File: src/rtl/accel_ball_pkg.sv
// Shared constants and fixed-point types for the tilt-driven ball.
package accel_ball_pkg;

    localparam int SCREEN_W = 640;
    localparam int SCREEN_H = 480;
    localparam int FRAC     = 6;
    localparam int VMAX     = 1023;
    localparam int DEADZONE = 4;

    typedef logic signed [17:0] pos_t;
    typedef logic signed [11:0] vel_t;

endpackage

File: src/rtl/accel_ball_move_if.sv
// Frame strobe, tilt inputs and sprite position outputs.
interface accel_ball_move_if;

    logic              pix_stb;
    logic              screenend;
    logic signed [7:0] accel_x;
    logic signed [7:0] accel_y;
    logic [9:0]        pl_x;
    logic [9:0]        pl_y;

    modport master (
        output pix_stb, screenend, accel_x, accel_y,
        input  pl_x, pl_y
    );

    modport slave (
        input  pix_stb, screenend, accel_x, accel_y,
        output pl_x, pl_y
    );

endinterface

File: src/rtl/accel_axis.sv
// One axis: deadzone, velocity saturation, semi-implicit Euler step, wall clamp.
module accel_axis
    import accel_ball_pkg::*;
#(
    parameter int START = 250,
    parameter int MAX   = 624
) (
    input  logic              clk,
    input  logic              rst,
    input  logic              i_tick,
    input  logic signed [7:0] i_accel,
    output logic [9:0]        o_pl
);

    localparam pos_t             P_START = pos_t'(START << FRAC);
    localparam pos_t             P_MAX   = pos_t'(MAX << FRAC);
    localparam logic signed [12:0] VLIM  = 13'(VMAX);
    localparam logic signed [7:0]  DZ    = 8'(DEADZONE);

    pos_t              r_p;
    vel_t              r_v;
    logic signed [7:0] w_a;
    logic signed [12:0] w_vsum;
    vel_t              w_v;
    pos_t              w_psum;
    pos_t              w_pn;
    vel_t              w_vn;

    always_comb begin
        w_a = i_accel;
        if ((i_accel < DZ) && (i_accel > -DZ))
            w_a = '0;

        // 13 bits so the unsaturated sum never wraps
        w_vsum = 13'(r_v) + 13'(w_a);
        if (w_vsum > VLIM)
            w_v = vel_t'(VLIM);
        else if (w_vsum < -VLIM)
            w_v = vel_t'(-VLIM);
        else
            w_v = vel_t'(w_vsum);

        w_psum = r_p + pos_t'(w_v);
        w_pn   = w_psum;
        w_vn   = w_v;
        if (w_psum < 0) begin
            w_pn = '0;
            w_vn = '0;
        end else if (w_psum > P_MAX) begin
            w_pn = P_MAX;
            w_vn = '0;
        end
    end

    always_ff @(posedge clk) begin
        if (!rst) begin
            r_p  <= P_START;
            r_v  <= '0;
            o_pl <= 10'(START);
        end else if (i_tick) begin
            r_p  <= w_pn;
            r_v  <= w_vn;
            o_pl <= w_pn[FRAC+9:FRAC];
        end
    end

endmodule

File: src/rtl/accel_ball_move.sv
// Ball physics top: frame tick from pixel strobe, one integrator per axis.
module accel_ball_move
    import accel_ball_pkg::*;
#(
    parameter int SPRITE_PL_X = 250,
    parameter int SPRITE_PL_Y = 130,
    parameter int SPRITE_W    = 16,
    parameter int SPRITE_H    = 16
) (
    input logic              CLK,
    input logic              rst,
    accel_ball_move_if.slave bus
);

    logic w_tick;

    assign w_tick = bus.pix_stb & bus.screenend;

    accel_axis #(
        .START (SPRITE_PL_X),
        .MAX   (SCREEN_W - SPRITE_W)
    ) u_x (
        .clk     (CLK),
        .rst     (rst),
        .i_tick  (w_tick),
        .i_accel (bus.accel_x),
        .o_pl    (bus.pl_x)
    );

    accel_axis #(
        .START (SPRITE_PL_Y),
        .MAX   (SCREEN_H - SPRITE_H)
    ) u_y (
        .clk     (CLK),
        .rst     (rst),
        .i_tick  (w_tick),
        .i_accel (bus.accel_y),
        .o_pl    (bus.pl_y)
    );

endmodule

File: src/flat_wrapper.sv
// flat-port wrapper written by rule: the top's interface ports become plain ports
module accel_ball_move_flat import accel_ball_pkg::*;
#(
    parameter int SPRITE_PL_X = 250,
    parameter int SPRITE_PL_Y = 130,
    parameter int SPRITE_W    = 16,
    parameter int SPRITE_H    = 16
)
  (CLK, rst, bus_pix_stb, bus_screenend, bus_accel_x, bus_accel_y, bus_pl_x, bus_pl_y);
  accel_ball_move_if bus_i ();
  input logic CLK;
  input logic rst;
  input wire logic [$bits(bus_i.pix_stb)-1:0] bus_pix_stb;
  input wire logic [$bits(bus_i.screenend)-1:0] bus_screenend;
  input wire logic [$bits(bus_i.accel_x)-1:0] bus_accel_x;
  input wire logic [$bits(bus_i.accel_y)-1:0] bus_accel_y;
  output wire logic [$bits(bus_i.pl_x)-1:0] bus_pl_x;
  output wire logic [$bits(bus_i.pl_y)-1:0] bus_pl_y;
  assign bus_i.pix_stb = bus_pix_stb;
  assign bus_i.screenend = bus_screenend;
  assign bus_i.accel_x = bus_accel_x;
  assign bus_i.accel_y = bus_accel_y;
  assign bus_pl_x = bus_i.pl_x;
  assign bus_pl_y = bus_i.pl_y;
  accel_ball_move #(.SPRITE_PL_X(SPRITE_PL_X), .SPRITE_PL_Y(SPRITE_PL_Y), .SPRITE_W(SPRITE_W), .SPRITE_H(SPRITE_H)) u_core (.CLK(CLK), .rst(rst), .bus(bus_i));
endmodule
File: config.mk
export PLATFORM = sky130hd
export DESIGN_NAME = accel_ball_move_flat
export DESIGN_NICKNAME = d
export VERILOG_FILES = /design/src/rtl/accel_ball_pkg.sv /design/src/rtl/accel_ball_move_if.sv /design/src/rtl/accel_axis.sv /design/src/rtl/accel_ball_move.sv /design/src/flat_wrapper.sv
export SDC_FILE = /design/constraint.sdc
export NUM_CORES = 1
export LEC_CHECK = 0
export BUFFER_PORTS_ARGS = -buffer_cell sky130_fd_sc_hd__buf_4
export CORE_MARGIN = 8
export CORE_UTILIZATION = 55
export DETAILED_ROUTE_END_ITERATION = 10
export HOLD_SLACK_MARGIN = 0.08
export PLACE_DENSITY = 0.7
export SYNTH_ARGS = -nofsm -noshare
export SYNTH_HDL_FRONTEND = slang
export SYNTH_SLANG_ARGS = --single-unit
File: constraint.sdc
create_clock -name CLK -period 11 [get_ports CLK]
set_input_delay 1.65 -clock CLK [delete_from_list [all_inputs] [get_ports CLK]]
set_output_delay 1.65 -clock CLK [all_outputs]
set_load 0.05 [all_outputs]
==> metrics.log <==
[metrics] Maximum Capacitance Violations: 0
[metrics] largest net degree at the start of global routing: 34
[metrics] sw frac: 0.372
[metrics] Total GRT Usage: 0.211
[metrics] WL per Instance: 16.8 um
[metrics] post-synthesis sequential area ratio: 0.215
[metrics] worst path required time: 11.29 ns
[metrics] Total Neg Setup Slack: 0 ns
[metrics] clock tree from TritonCTS: yes
[metrics] Area contributors post-synth: dfxtp_1, ha_1, a22o_1
[metrics] share of the cycle needed by the critical path after routing: 0.735
[metrics] final core occ: 0.604
[metrics] startpoint types: input port
[metrics] Routed Wire Length: 13400 um
[metrics] global-route wire length before repair: approximately 23000 um
[metrics] number of flops mapped to enable cells by yosys: 0
[metrics] layout cells sized above 1: 0.114
[metrics] design area: 0.00583 mm2
[metrics] basic-gate share of the synthesized area counting and, or, nand and nor cells: 0.173
[metrics] sum of overflow across all layers after global routing: 0
[metrics] hold buffer count at cts: 0
[metrics] commonest cells in the netlist: dfxtp_1, ha_1, a21oi_1, nand2_1, a22o_1
[metrics] busiest grt layer: met2
[metrics] Final Skew: 0.00679 ns
[metrics] Filler Cells Inserted: 907
[metrics] critical register-to-register path endpoint: u_core.u_x.r_p[0]$_SDFFE_PN0P_
[metrics] initial core utilization: 0.560
[metrics] largest driver fanout on the critical path: 19
[metrics] share of async-settable or async-resettable flops after synthesis: 0
[metrics] post-place instance area: 0.00563 mm2
[metrics] overall power of the completed layout: 667 uW
[metrics] met2 GRT Util: 0.333
[metrics] combinational family with the most area after synthesis: compound AO/OA/AOI/OAI gates
[metrics] count of placed standard cells in the final layout, fillers left out: 798
[metrics] Root Driver: clkbuf_8
[metrics] clock slew seen by the registers of the worst setup and hold paths: 0.07 ns
[metrics] number of storage elements in the synthesis netlist: 58
[metrics] Slowest Stage Delay on Critical Path: 0.50 ns
[metrics] number of global-route vias before repair: 4789
[metrics] share of total power in the clock network: 0.299
[metrics] chip width: 115 um
[metrics] worst reg2reg path startpoint: u_core.u_x.r_v[0]$_SDFFE_PN0P_
[metrics] standby leakage power: 2.65 nW
[metrics] number of endpoints with negative hold slack in the final report: 0
[metrics] cell total after placement: 782
[metrics] fraction of the mapped netlist area in compound gates: 0.320
[metrics] number of H-tree levels: 3
[metrics] final weighted congestion in routability-driven placement: 0.904
[metrics] library cells used by synthesis: 77
[metrics] worst-case reg-to-reg path depth: 20
[metrics] initial DRC count: 330
[metrics] shortest clock period the worst path allows after layout: 8.08 ns
[metrics] Internal Dissipation: 419 uW
[metrics] CP max-delay cell: or4_1
[metrics] area of the placeable core: approximately 0.0096 mm2
[metrics] Synth top area share: 0.215
[metrics] count of endpoints failing setup in the final report: 0
[metrics] initial antenna violation count: 0
[metrics] met3 routing resource usage after global routing: 0.0483
[metrics] run status: completed
[metrics] HP Class: reg -> reg
[metrics] # nets final: 742
[metrics] Remaining DRCs: 0
[metrics] hold worst-path end: u_core.u_y.o_pl[4]$_SDFFE_PN0P_
[metrics] CTS Buffer Depth: 2
[metrics] delay-heaviest family, CP: compound AO/OA/AOI/OAI gates
[metrics] height of the chip: 115 um
[metrics] vias post-DR: 4964
[metrics] Resize count post-CTS: 0
[metrics] total standard cell area after synthesis: 0.00540 mm2
[metrics] area added between synthesis and finish: 7.85%
[metrics] total I/O pin count: 40
[metrics] data arrival time of the critical path: 8.37 ns
[metrics] multiplexer share of the synthesized area: 0.0144
[metrics] port bufs: 39
[metrics] # rows: 36
[metrics] total nets after synthesis: 727
[metrics] startpoint-to-endpoint class of the critical path: in -> reg
[metrics] Post-Place Setup Slack: 2.67 ns
[metrics] net switching power of the design: around 250 uW
[metrics] die outline area: between 0.01 and 0.015 mm2
[metrics] library cell occupying the most area in the post-synthesis netlist: dfxtp_1
[metrics] sequential share of power: 0.335
[metrics] total setup buffers inserted after CTS: 0
[metrics] Worst Max-Slew Pin Slew: between 0.9 and 1 ns
[metrics] type of element capturing the critical path: flop
[metrics] worst setup slack for register-to-register paths: around 4.8 ns
[metrics] power per unit of standard cell area: 115 mW/mm2
[metrics] Post-Synth Adder-Cell Area: 0.149
[metrics] PnR worst setup slack: 2.92 ns
[metrics] buffering stage count on the worst path with inverters included: 1
[metrics] min-delay src: u_core.u_y.o_pl[4]$_SDFFE_PN0P_
[metrics] Comb pwr share: 0.366
[metrics] pins over their slew limit: 0
[metrics] top flip-flop cell by instance count after synthesis: dfxtp_1
[metrics] RSZ-0062 raised after global routing: no
[metrics] Antenna Violating Nets Remaining: 0
[metrics] via density per instance: 6.22
[metrics] achievable frequency: 124 MHz
[metrics] post-detailed-placement half-perimeter wirelength: 10400 um
[metrics] diode insertion count for antenna repair: 0
[metrics] CTS sink count: 58
[metrics] worst hold slack across all endpoints: 0.475 ns
[metrics] maximum vdd ir drop: 0.0798 mV
[metrics] clock buffers created by TritonCTS: 9
[metrics] met1 layer usage reported by global route: 0.281
[metrics] First-pass DRT Iterations: 4
[metrics] fraction of synthesized cell area in xor and xnor cells: 0.0713
[metrics] Mapped Cells: between 600 and 700
[metrics] Clk Latency, worst-skew pair: 0.34 ns
[metrics] Syn Area/Cell: 8.38 um2
[metrics] number of cells on the worst hold path: 2
[metrics] count of yosys warnings during synthesis: 0
[metrics] headroom to the max-slew limit: 0.334
worst min-delay path: stages, from the launching register on:
cell and delay (ns):
dfxtp_1 0.33, nand2_1 0.05, o21ai_1 0.05
power groups by stage:
stage               combinational [mW]  sequential, mW  clock (mW)
floorplan                        0.192           0.226           0
finish                           0.244           0.224       0.200
global route                     0.268           0.225       0.216
CTS                              0.241           0.224       0.203
detailed placement               0.239           0.228           0
global placement                 0.235           0.228           0
cell families after synthesis:
| family | count (synthesis) |
|---|---|
| xor+xnor | 44 |
| mux | 7 |
| buf+inv | 55 |
| simple gates | 178 |
| compound gates | 241 |
| flops | 58 |
| fa+ha+maj | 62 |
registers in the layout, summed over array words and instances (netlist names):
register,cells
u_core.u_x.o_pl,9
u_core.u_x.r_p,8
u_core.u_x.r_v,12
u_core.u_y.o_pl,9
u_core.u_y.r_p,8
u_core.u_y.r_v,12
placed cells by master, fill, tap and decap left out, types with 4 or more instances in the layout:
cell       instances
a211o_1            4
a211oi_1           8
a21bo_2            5
a21o_1            20
a21oi_1           46
a22o_1            37
a31oi_1           11
and2_1            11
and3_1            11
buf_4             40
clkbuf_8          10
dfxtp_1           58
fa_1               4
ha_1              58
inv_1             19
nand2_1           45
nand2b_1           4
nand3_1           16
nand3b_1           4
nand4_1            7
nor2_1            36
nor2b_1           14
nor3_1            11
nor4_1             4
o2111ai_1          5
o211ai_1           6
o21a_1             4
o21ai_0           25
o21ai_1           17
o21bai_1           9
xnor2_1           17
xor2_1            27
routing by layer:
layer  part of all wire  vias up
li1                   -     2477
met3              0.048       18
met2               0.45      125
met5                  0        -
met4              0.014        0
met1               0.49     2344
how the worst max path moves through the flow:
stage	start	end	cells past startpoint
floorplan	bus_accel_y[7]	u_core.u_y.r_v[6]$_SDFFE_PN0P_	25
global placement	bus_accel_y[7]	u_core.u_y.o_pl[3]$_SDFFE_PN0P_	25
detailed placement	bus_accel_y[7]	u_core.u_y.o_pl[3]$_SDFFE_PN0P_	25
CTS	bus_accel_y[7]	u_core.u_y.o_pl[3]$_SDFFE_PN0P_	25
global route	bus_accel_x[6]	u_core.u_x.r_v[4]$_SDFFE_PN0P_	25
finish	bus_accel_y[7]	u_core.u_y.o_pl[3]$_SDFFE_PN0P_	25
area by class of cell:
type	count	area (um2)	area share
repair buffers	40	300	0.0515
clock inverters	5	53.8	0.00923
inverters	19	71.3	0.0122
multi-input cells	532	3930	0.675
clock buffers	11	141	0.0243
well taps	133	166	0.0286
flip-flops and latches	58	1160	0.199
No activity file was read; power rests on OpenSTA's default activity.
